==> config.mk <==
export PLATFORM = sky130hd
export DESIGN_NAME = uart_tx_flat
export DESIGN_NICKNAME = d
export VERILOG_FILES = /design/src/rtl/uart_pkg.sv /design/src/rtl/uart_tx_if.sv /design/src/rtl/uart_tx_fifo.sv /design/src/rtl/uart_tx.sv /design/src/flat_wrapper.sv
export SDC_FILE = /design/constraint.sdc
export NUM_CORES = 1
export LEC_CHECK = 0
export ABC_CLOCK_PERIOD_IN_PS = 8109
export CORE_MARGIN = 1.5
export CORE_UTILIZATION = 41
export CTS_BUF_LIST = sky130_fd_sc_hd__clkbuf_4 sky130_fd_sc_hd__clkbuf_8
export DETAILED_ROUTE_END_ITERATION = 12
export PLACE_DENSITY = 0.59
export SKIP_LAST_GASP = 1
export SYNTH_ARGS = -nofsm -noshare
export SYNTH_HDL_FRONTEND = slang
export SYNTH_SLANG_ARGS = --single-unit
==> constraint.sdc <==
create_clock -name CLK -period 8.11 [get_ports CLK]
set_input_delay 2.433 -clock CLK [delete_from_list [all_inputs] [get_ports CLK]]
set_output_delay 2.433 -clock CLK [all_outputs]
set_load 0.03 [all_outputs]
==> src/rtl/uart_pkg.sv <==
// ----------------------------------------------------------------------------
// uart_pkg
//   Shared UART definitions for the transmit path and for the receive path
//   feeding ClockBaseTop.
//   Contents:
//     CLKS_PER_BIT_57600 - clocks per bit at 57600 baud from a 100 MHz clock
//     FRAME_BITS         - bits per 8N1 frame (start + 8 data + stop)
//     FRAME_FLAG         - message frame delimiter byte
//     tx_state_t         - transmitter FSM states
// ----------------------------------------------------------------------------
package uart_pkg;

   localparam int unsigned CLKS_PER_BIT_57600 = 1736;
   localparam int unsigned FRAME_BITS         = 10;
   localparam logic [7:0]  FRAME_FLAG         = 8'h7E;

   typedef enum logic [1:0] {
      IDLE,
      START,
      DATA,
      STOP
   } tx_state_t;

endpackage

==> src/rtl/uart_tx_if.sv <==
// ----------------------------------------------------------------------------
// uart_tx_if
//   Byte handshake into the UART transmitter. A byte moves on a rising clock
//   edge where tx_valid && tx_ready.
//   Signals:
//     tx_data  - byte to transmit (source -> transmitter)
//     tx_valid - tx_data is valid this cycle (source -> transmitter)
//     tx_ready - transmitter can accept a byte (transmitter -> source)
//   Modports:
//     master - byte source
//     slave  - transmitter
// ----------------------------------------------------------------------------
interface uart_tx_if;

   logic [7:0] tx_data;
   logic       tx_valid;
   logic       tx_ready;

   modport master (
      output tx_data,
      output tx_valid,
      input  tx_ready
   );

   modport slave (
      input  tx_data,
      input  tx_valid,
      output tx_ready
   );

endinterface

==> src/rtl/uart_tx_fifo.sv <==
// ----------------------------------------------------------------------------
// byte_fifo
//   Synchronous byte FIFO, depth 2**FIFO_AW, first-word fall-through read
//   (dataOut always shows the head entry). Usable on both UART directions.
//   Ports:
//     clk     - clock, rising edge
//     rstN    - asynchronous active-low reset, clears pointers and count
//     push    - write dataIn (ignored while full)
//     pop     - discard head entry (ignored while empty)
//     dataIn  - byte to write
//     dataOut - head entry
//     full    - count == depth
//     empty   - count == 0
//     count   - entries held, 0..depth
// ----------------------------------------------------------------------------
module byte_fifo #(
   parameter int unsigned FIFO_AW = 3
) (
   input  logic               clk,
   input  logic               rstN,
   input  logic               push,
   input  logic               pop,
   input  logic [7:0]         dataIn,
   output logic [7:0]         dataOut,
   output logic               full,
   output logic               empty,
   output logic [FIFO_AW:0]   count
);

   localparam int unsigned DEPTH = 2 ** FIFO_AW;

   logic [7:0]          mem [DEPTH];
   logic [FIFO_AW-1:0]  wrPtr;
   logic [FIFO_AW-1:0]  rdPtr;
   logic [FIFO_AW:0]    countQ;
   logic                doPush;
   logic                doPop;

   // full is taken from the registered count, so a pop while full does not
   // reopen the input until the following cycle.
   assign full    = (countQ == (FIFO_AW + 1)'(DEPTH));
   assign empty   = (countQ == '0);
   assign count   = countQ;
   assign dataOut = mem[rdPtr];

   assign doPush = push && !full;
   assign doPop  = pop && !empty;

   always_ff @(posedge clk) begin
      if (doPush) begin
         mem[wrPtr] <= dataIn;
      end
   end

   always_ff @(posedge clk or negedge rstN) begin
      if (!rstN) begin
         wrPtr  <= '0;
         rdPtr  <= '0;
         countQ <= '0;
      end else begin
         if (doPush) begin
            wrPtr <= wrPtr + FIFO_AW'(1);
         end
         if (doPop) begin
            rdPtr <= rdPtr + FIFO_AW'(1);
         end
         case ({doPush, doPop})
            2'b10:   countQ <= countQ + (FIFO_AW + 1)'(1);
            2'b01:   countQ <= countQ - (FIFO_AW + 1)'(1);
            default: countQ <= countQ;
         endcase
      end
   end

endmodule

==> src/rtl/uart_tx.sv <==
// ----------------------------------------------------------------------------
// uart_tx
//   8N1 UART transmitter, LSB first. Bytes arrive over the uart_tx_if
//   handshake into a byte_fifo and are serialised back to back with no idle
//   gap while the FIFO holds data.
//   Parameters:
//     CLKS_PER_BIT - clock cycles per serial bit (1736 = 100 MHz / 57600)
//     FIFO_AW      - FIFO address width, depth 2**FIFO_AW
//   Ports:
//     CLK        - system clock, rising edge
//     reset      - asynchronous active-low reset; aborts any frame in flight
//     txIf       - byte handshake (slave side)
//     tx_busy    - frame on the line or bytes queued
//     fifo_count - bytes currently queued
//     ct_UartTx  - serial line, idle high, driven from a flop
// ----------------------------------------------------------------------------
module uart_tx
   import uart_pkg::*;
#(
   parameter int unsigned CLKS_PER_BIT = CLKS_PER_BIT_57600,
   parameter int unsigned FIFO_AW      = 3
) (
   input  logic             CLK,
   input  logic             reset,
   uart_tx_if.slave         txIf,
   output logic             tx_busy,
   output logic [FIFO_AW:0] fifo_count,
   output logic             ct_UartTx
);

   localparam int unsigned CW = (CLKS_PER_BIT > 1) ? $clog2(CLKS_PER_BIT) : 1;
   localparam logic [CW-1:0] BAUD_LAST = CW'(CLKS_PER_BIT - 1);

   tx_state_t        state;
   tx_state_t        stateNext;
   logic [CW-1:0]    baudCnt;
   logic [2:0]       bitIdx;
   logic [7:0]       shiftReg;
   logic             lineQ;
   logic             busyQ;
   logic             lineNext;
   logic             busyNext;
   logic             bitDone;
   logic             popHead;
   logic             fifoFull;
   logic             fifoEmpty;
   logic [7:0]       fifoHead;

   byte_fifo #(
      .FIFO_AW (FIFO_AW)
   ) uFifo (
      .clk     (CLK),
      .rstN    (reset),
      .push    (txIf.tx_valid),
      .pop     (popHead),
      .dataIn  (txIf.tx_data),
      .dataOut (fifoHead),
      .full    (fifoFull),
      .empty   (fifoEmpty),
      .count   (fifo_count)
   );

   assign txIf.tx_ready = !fifoFull;
   assign bitDone       = (baudCnt == BAUD_LAST);
   assign ct_UartTx     = lineQ;
   assign tx_busy       = busyQ;

   // ---------------------------------------------------------------- state
   // Line and busy are registered from the current state, so both lag the
   // FSM by one cycle: a pop at edge k+1 shows the start bit at edge k+2,
   // and busy drops together with the end of the last stop bit.
   always_ff @(posedge CLK or negedge reset) begin
      if (!reset) begin
         state    <= IDLE;
         baudCnt  <= '0;
         bitIdx   <= '0;
         shiftReg <= '0;
         lineQ    <= 1'b1;
         busyQ    <= 1'b0;
      end else begin
         state <= stateNext;

         // Held at zero while idle so every frame starts from a full bit.
         if (state == IDLE || bitDone) begin
            baudCnt <= '0;
         end else begin
            baudCnt <= baudCnt + CW'(1);
         end

         if (state != DATA) begin
            bitIdx <= '0;
         end else if (bitDone) begin
            bitIdx <= bitIdx + 3'd1;
         end

         if (popHead) begin
            shiftReg <= fifoHead;
         end else if (state == DATA && bitDone) begin
            shiftReg <= {1'b0, shiftReg[7:1]};
         end

         lineQ <= lineNext;
         busyQ <= busyNext;
      end
   end

   // ----------------------------------------------------------- next state
   always_comb begin
      stateNext = state;
      popHead   = 1'b0;
      case (state)
         IDLE: begin
            if (!fifoEmpty) begin
               popHead   = 1'b1;
               stateNext = START;
            end
         end
         START: begin
            if (bitDone) begin
               stateNext = DATA;
            end
         end
         DATA: begin
            if (bitDone && bitIdx == 3'd7) begin
               stateNext = STOP;
            end
         end
         STOP: begin
            if (bitDone) begin
               // Chaining straight into START keeps queued frames contiguous.
               if (!fifoEmpty) begin
                  popHead   = 1'b1;
                  stateNext = START;
               end else begin
                  stateNext = IDLE;
               end
            end
         end
         default: stateNext = IDLE;
      endcase
   end

   // --------------------------------------------------------------- outputs
   always_comb begin
      lineNext = 1'b1;
      case (state)
         IDLE:    lineNext = 1'b1;
         START:   lineNext = 1'b0;
         DATA:    lineNext = shiftReg[0];
         STOP:    lineNext = 1'b1;
         default: lineNext = 1'b1;
      endcase
      busyNext = (state != IDLE) || !fifoEmpty;
   end

endmodule

==> src/flat_wrapper.sv <==
// flat-port wrapper written by rule: the top's interface ports become plain ports
module uart_tx_flat import uart_pkg::*;
#(
   parameter int unsigned CLKS_PER_BIT = CLKS_PER_BIT_57600,
   parameter int unsigned FIFO_AW      = 3
)
  (CLK, reset, tx_busy, fifo_count, ct_UartTx, txIf_tx_data, txIf_tx_valid, txIf_tx_ready);
  uart_tx_if txIf_i ();
  input  logic CLK;
  input  logic reset;
  output logic tx_busy;
  output logic [FIFO_AW:0] fifo_count;
  output logic ct_UartTx;
  input wire logic [$bits(txIf_i.tx_data)-1:0] txIf_tx_data;
  input wire logic [$bits(txIf_i.tx_valid)-1:0] txIf_tx_valid;
  output wire logic [$bits(txIf_i.tx_ready)-1:0] txIf_tx_ready;
  assign txIf_i.tx_data = txIf_tx_data;
  assign txIf_i.tx_valid = txIf_tx_valid;
  assign txIf_tx_ready = txIf_i.tx_ready;
  uart_tx #(.CLKS_PER_BIT(CLKS_PER_BIT), .FIFO_AW(FIFO_AW)) u_core (.CLK(CLK), .reset(reset), .txIf(txIf_i), .tx_busy(tx_busy), .fifo_count(fifo_count), .ct_UartTx(ct_UartTx));
endmodule
======== Word-level counts from Yosys, hierarchy flattened ========
Memories as Yosys holds them, arrays and structs flattened.
Cells that the tools add are included.
operators by class
  reductions and logical operators ........ 16
  equality and inequality tests ........... 13
  add/sub/neg operators ................... 6
  muxes and demuxes ....................... 18
operators with widths
  operator                                                                 number
  8-bit two-way mux                                                        2
  11-bit by 1-bit adder with 11-bit output, second input constant          1
  11-bit equality test, second input constant                              1
  11-bit two-way mux                                                       1
  3-bit by 1-bit adder with 3-bit output, second input constant            3
  2-bit two-way mux                                                        4
  2-bit case mux with 4 select lines                                       1
  4-bit case mux with 2 select lines                                       1
  2-bit nonzero test                                                       4
  2-bit equality test, second input constant                               3
  3-bit two-way mux                                                        2
  2-bit inequality test, second input constant                             3
  1-bit two-way mux                                                        5
  4-bit by 1-bit adder with 4-bit output, second input constant            1
  2-bit by 1-bit equality test with 1-bit output, second input constant    2
  4-bit equality test, second input constant                               1
  1-bit logical AND                                                        4
  4-bit logical NOT                                                        1
  2-bit by 1-bit inequality test with 1-bit output, second input constant  2
  4-bit AND reduction                                                      1
  4-bit by 1-bit subtractor with 4-bit output, second input constant       1
  3-bit equality test, second input constant                               1
  1-bit case mux with 3 select lines                                       1
  1-bit logical NOT                                                        2
  4 further kinds                                                          5
storage, ports and cells
  memories ................................ 1
  bits in registers ....................... 36
  input port bits ......................... 11
  RAM bits ................................ 64
memories
  name              depth  bits a word  read ports  clocked after memory_dff  wr ports  line                text
  u_core.uFifo.mem  8      8            1           0                         1         uart_tx_fifo.sv:32  logic [7:0] mem [DEPTH];

======== Longest topological paths before layout ========
  depth after elaboration ................. 7
  mapped depth ............................ 12
  mapped depth without buffers ............ 11

======== Modules after synthesis ========
A second synthesis with hierarchy kept.
second synthesis, totals
  cell total of the unflattened synthesis .. 280
  area, all modules ....................... 4520.6 um2
modules (own cells, without submodules)
  module     area an instance (um2)  cells each  times used  seq. area each (um2)
  byte_fifo  3124.2                  160         1           2172.1
  uart_tx    1396.3                  120         1           651.9

======== Worst setup path after synthesis ========
Ideal clock, no wire load.
  kind .................................... input -> register
  from .................................... input txIf_tx_valid
  to ...................................... memory u_core.uFifo.mem[0][0], enable pin
  buffers on the path ..................... 0
  cell stages on the path ................. 2
  setup time .............................. 395 ps
  arrival ................................. 3443 ps
  path slack .............................. 4273 ps
  cells stage by stage .................... nand2_1 nor4_1
between the ends
  word-level cells in the longest chain between the ends .. 3
RTL lines
  element                                  line                text
  start: declaration                       flat_wrapper.sv:15  input wire logic [$bits(txIf_i.tx_valid)-1:0] txIf_tx_valid;
  1-bit logical AND                        uart_tx_fifo.sv:46  assign doPush = push && !full;
  1-bit two-way mux                        uart_tx_fifo.sv:50  if (doPush) begin
  1-bit two-way mux (not written as such)  uart_tx_fifo.sv:51  mem[wrPtr] <= dataIn;
  end: declaration                         uart_tx_fifo.sv:32
No other way between the ends.

======== Final worst setup path ========
  from .................................... register u_core.uFifo.countQ[1] (netlist: u_core.uFifo.count[1])
  to ...................................... output txIf_tx_ready
between the ends
  word-level cells in the longest chain between the ends .. 2
RTL lines
  element                   line                text
  start: declaration        uart_tx_fifo.sv:35  logic [FIFO_AW:0] countQ;
  start signal: assignment  uart_tx_fifo.sv:68  2'b10: countQ <= countQ + (FIFO_AW + 1)'(1);
  start signal: assignment  uart_tx_fifo.sv:69  2'b01: countQ <= countQ - (FIFO_AW + 1)'(1);
  start signal: assignment  uart_tx_fifo.sv:70  default: countQ <= countQ;
  4-bit equality test       uart_tx_fifo.sv:41  assign full = (countQ == (FIFO_AW + 1)'(DEPTH));
  1-bit logical NOT         uart_tx.sv:63       assign txIf.tx_ready = !fifoFull;
  end: declaration          flat_wrapper.sv:16  output wire logic [$bits(txIf_i.tx_ready)-1:0] txIf_tx_ready;
No other way between the ends.

==> summary.md <==
| Metric | Value |
|---|---|
| Outcome | completed |
| Commonest non-fill, non-tap cells in the layout | edfxtp_1 (64), dfrtp_1 (35), mux2i_1 (25) |
| Cells after Synth | 267 |
| Area Overhead vs Synth | 11.5% |
| Proportion of layout cells with a drive suffix above 1 | 15.6% |
| Initial antenna violation count | 0 |
| Min cycle time layout | 4.28 ns |
| Final hold vios | 0 |
| Register area share after synthesis | 65.3% |
| Power consumption | 1.60 mW |
| Die Ht | 106 um |
| RSZ-0062 raised after global routing | no |
| Setup TNS Final | 0 ns |
| Final wirelength | 7610 um |
| Post-synthesis cell type count | 46 |
| Fin util | 47.0% |
| Wire per inst | 17.7 um |
| Detailed-route via count | 2262 |
| Crit path kind | register to output port |
| Critical path launch point type | register |
| Crit. Startpoint | u_core.uFifo.count[1] |
| Clk_skew | 0.00725 ns |
| CTS tree | done |
| GRT Total Usage | 15.2% |
| VDD IR max | 0.154 mV |
| Post-Syn Area | 4330 um2 |
| Worst Path Arrival | 1.85 ns |
| Clock buffer depth | 2 |
| Critical path peak fanout | 9 |
| Rel. slew slack | 16.9% |
| Max Freq | 233 MHz |
| Final Setup Violations | 0 |
| RR Endpoint | u_core.uFifo.count[2] |
| Final #Nets | 313 |
| Vias in the first global route | 2340 |
| Min-Delay Path Class | register to register |
| GRT Residual Overflow | 0 |
| Period utilisation layout | 52.8% |
| Finished layout cell area | 4830 um2 |
| Leak Pwr | 1.80 nW |
| Max-cap violations | 0 |
| Count of state elements after synthesis | 100 |
| Chip width | 106 um |
| R2r worst-path depth | 12 |
| Diode count | 0 |
| Largest net degree at the start of global routing | 37 |
| Leading area contributor after synthesis | edfxtp_1 |
| CTS clk-pin slew, worst paths | 0.10 ns |
| Post-synth ARST share | 36.0% |
| Transition time of the tightest slew-check pin | 1.24 ns |
| Clock buffer count from CTS | 9 |
| CTS Root Buffer Type | clkbuf_8 |
| CTS sink count | 100 |
| # DRC | 0 |
| Number of synthesized flops with an enable pin | 64 |
| H-tree Lvls | 3 |
| Synth Warn # | 0 |
| Worst R2R Start | u_core.baudCnt[0] |
| Setup bufs post-CTS | 0 |
| PostCTS Resize Cnt | 0 |
| Syn Area/Cell | 16.2 um2 |
| Core Footprint | 10300 um2 |
| Drt first pass iters | 5 |
| PD cells | 332 nW/um2 |
| Req. time, crit path | 5.68 ns |
| Max-slew violations | 0 |
| Placed Area | 4640 um2 |
| First-pass GRT wire length | 12600 um |
| Die area | 11200 um2 |
| Share of the synthesized area in the top cell type | 44.4% |
| Gpl congestion | 0.764 |
| Ys flop type | edfxtp_1 |
| Largest cells by area after synthesis | edfxtp_1 (44%), dfrtp_1 (20%), mux4_2 (8.3%) |
| Syn nets | 291 |
| Hold Buf Count CTS | 0 |
| Routed vias/inst | 5.26 |
| Worst Setup End Kind | output port |
| Commonest non-fill, non-tap cell in the layout | edfxtp_1 |
| Routed Antenna Nets | 0 |
| Clock latency at the later pin of the worst-skew pair | 0.37 ns |
| PortBufs | 17 |
| Fillers | 909 |
| Crit path capture | txIf_tx_ready |
| Ports | 18 |
| Placed wire-length estimate | 5090 um |
| R2r setup slk | 5.37 ns |
| Initial drt markers | 111 |
| Std-Cell Rows | 37 |
| Starting Density | 42.1% |
## worst min path at each step
| stage | from | to | slack [ns] | cells past startpoint |
|---|---|---|---|---|
| finish | u_core.baudCnt[0] | u_core.baudCnt[0] | 0.50 | 1 |
| global route | u_core.baudCnt[0] | u_core.baudCnt[0] | 0.55 | 1 |
| CTS | u_core.baudCnt[0] | u_core.baudCnt[0] | 0.50 | 1 |
| detailed placement | u_core.baudCnt[0] | u_core.baudCnt[0] | 0.48 | 1 |
| global placement | u_core.baudCnt[0] | u_core.baudCnt[0] | 0.47 | 1 |
| floorplan | u_core.baudCnt[0] | u_core.baudCnt[0] | 0.45 | 1 |
## logic make-up after synthesis
logic type	Yosys count	synth area share, %
fa+ha+maj	13	3.76
xor+xnor	18	3.64
buf+inv	12	1.45
simple gates	68	8.76
mux	45	15.2
flops	100	65.3
compound gates	11	1.97
## cell usage after synthesis (2+ instances only)
| master | instances |
|---|---|
| a211oi_1 | 2 |
| a21oi_1 | 2 |
| and2_1 | 2 |
| and4bb_2 | 2 |
| buf_1 | 2 |
| buf_4 | 2 |
| clkbuf_1 | 2 |
| dfrtp_1 | 35 |
| edfxtp_1 | 64 |
| ha_1 | 13 |
| inv_1 | 3 |
| mux2_2 | 3 |
| mux2i_1 | 25 |
| mux4_2 | 16 |
| nand2_1 | 10 |
| nand2b_1 | 4 |
| nand3_1 | 4 |
| nand3b_1 | 2 |
| nand4_1 | 4 |
| nor2_1 | 16 |
| nor2b_1 | 3 |
| nor3_1 | 10 |
| nor4_1 | 2 |
| xnor2_1 | 8 |
| xor2_1 | 10 |
## critical path: stages (launching register included)
cell,delay (ns)
dfrtp_1,0.50
nor3_1,0.22
nand2_1,0.13
clkdlybuf4s50_1,0.62
## layout make-up
type | instances | area [um2] | share of cell area [%]
Clock inverter | 7 | 57.6 | 1.19
Timing Repair Buffer | 20 | 188 | 3.89
Inverter | 3 | 11.3 | 0.233
Sequential cell | 100 | 2820 | 58.5
Tap cell | 136 | 170 | 3.53
Clock buffer | 9 | 124 | 2.57
Multi-Input combinational cell | 155 | 1450 | 30.1
## layer usage
layer	share of wire (%)	wire length (um)	GRT usage (%)	vias up
met5	0	0	0	-
met4	1.2	89	4.92	0
met3	3.8	287	4.27	7
met2	52	3960	26.1	49
met1	43	3280	18.6	1145
li1	-	-	-	1061
## power by group
group	internal (mW)	switching (mW)	total [mW]
clock	0.117	0.183	0.300
sequential	0.661	0.133	0.794
combinational	0.268	0.240	0.508
## stage by stage
| stage | setup slack, ns | hold WS, ns | cells |
|---|---|---|---|
| after global routing | 3.75 | 0.550 | 430 |
| after global placement | 3.54 | 0.473 | 414 |
| after floorplan | 4.27 | 0.448 | 267 |
| after CTS | 3.82 | 0.497 | 430 |
| final | 3.83 | 0.496 | 430 |
| after detailed placement | 3.49 | 0.478 | 414 |
## state kept, by name, summed over array words and instances, names as in the netlist
signal	cells
u_core.baudCnt	11
u_core.bitIdx	3
u_core.ct_UartTx	1
u_core.shiftReg	8
u_core.state	2
u_core.tx_busy	1
u_core.uFifo.count	4
u_core.uFifo.mem	64
u_core.uFifo.rdPtr	3
u_core.uFifo.wrPtr	3
Note: power is estimated with default switching activity, not from simulation.
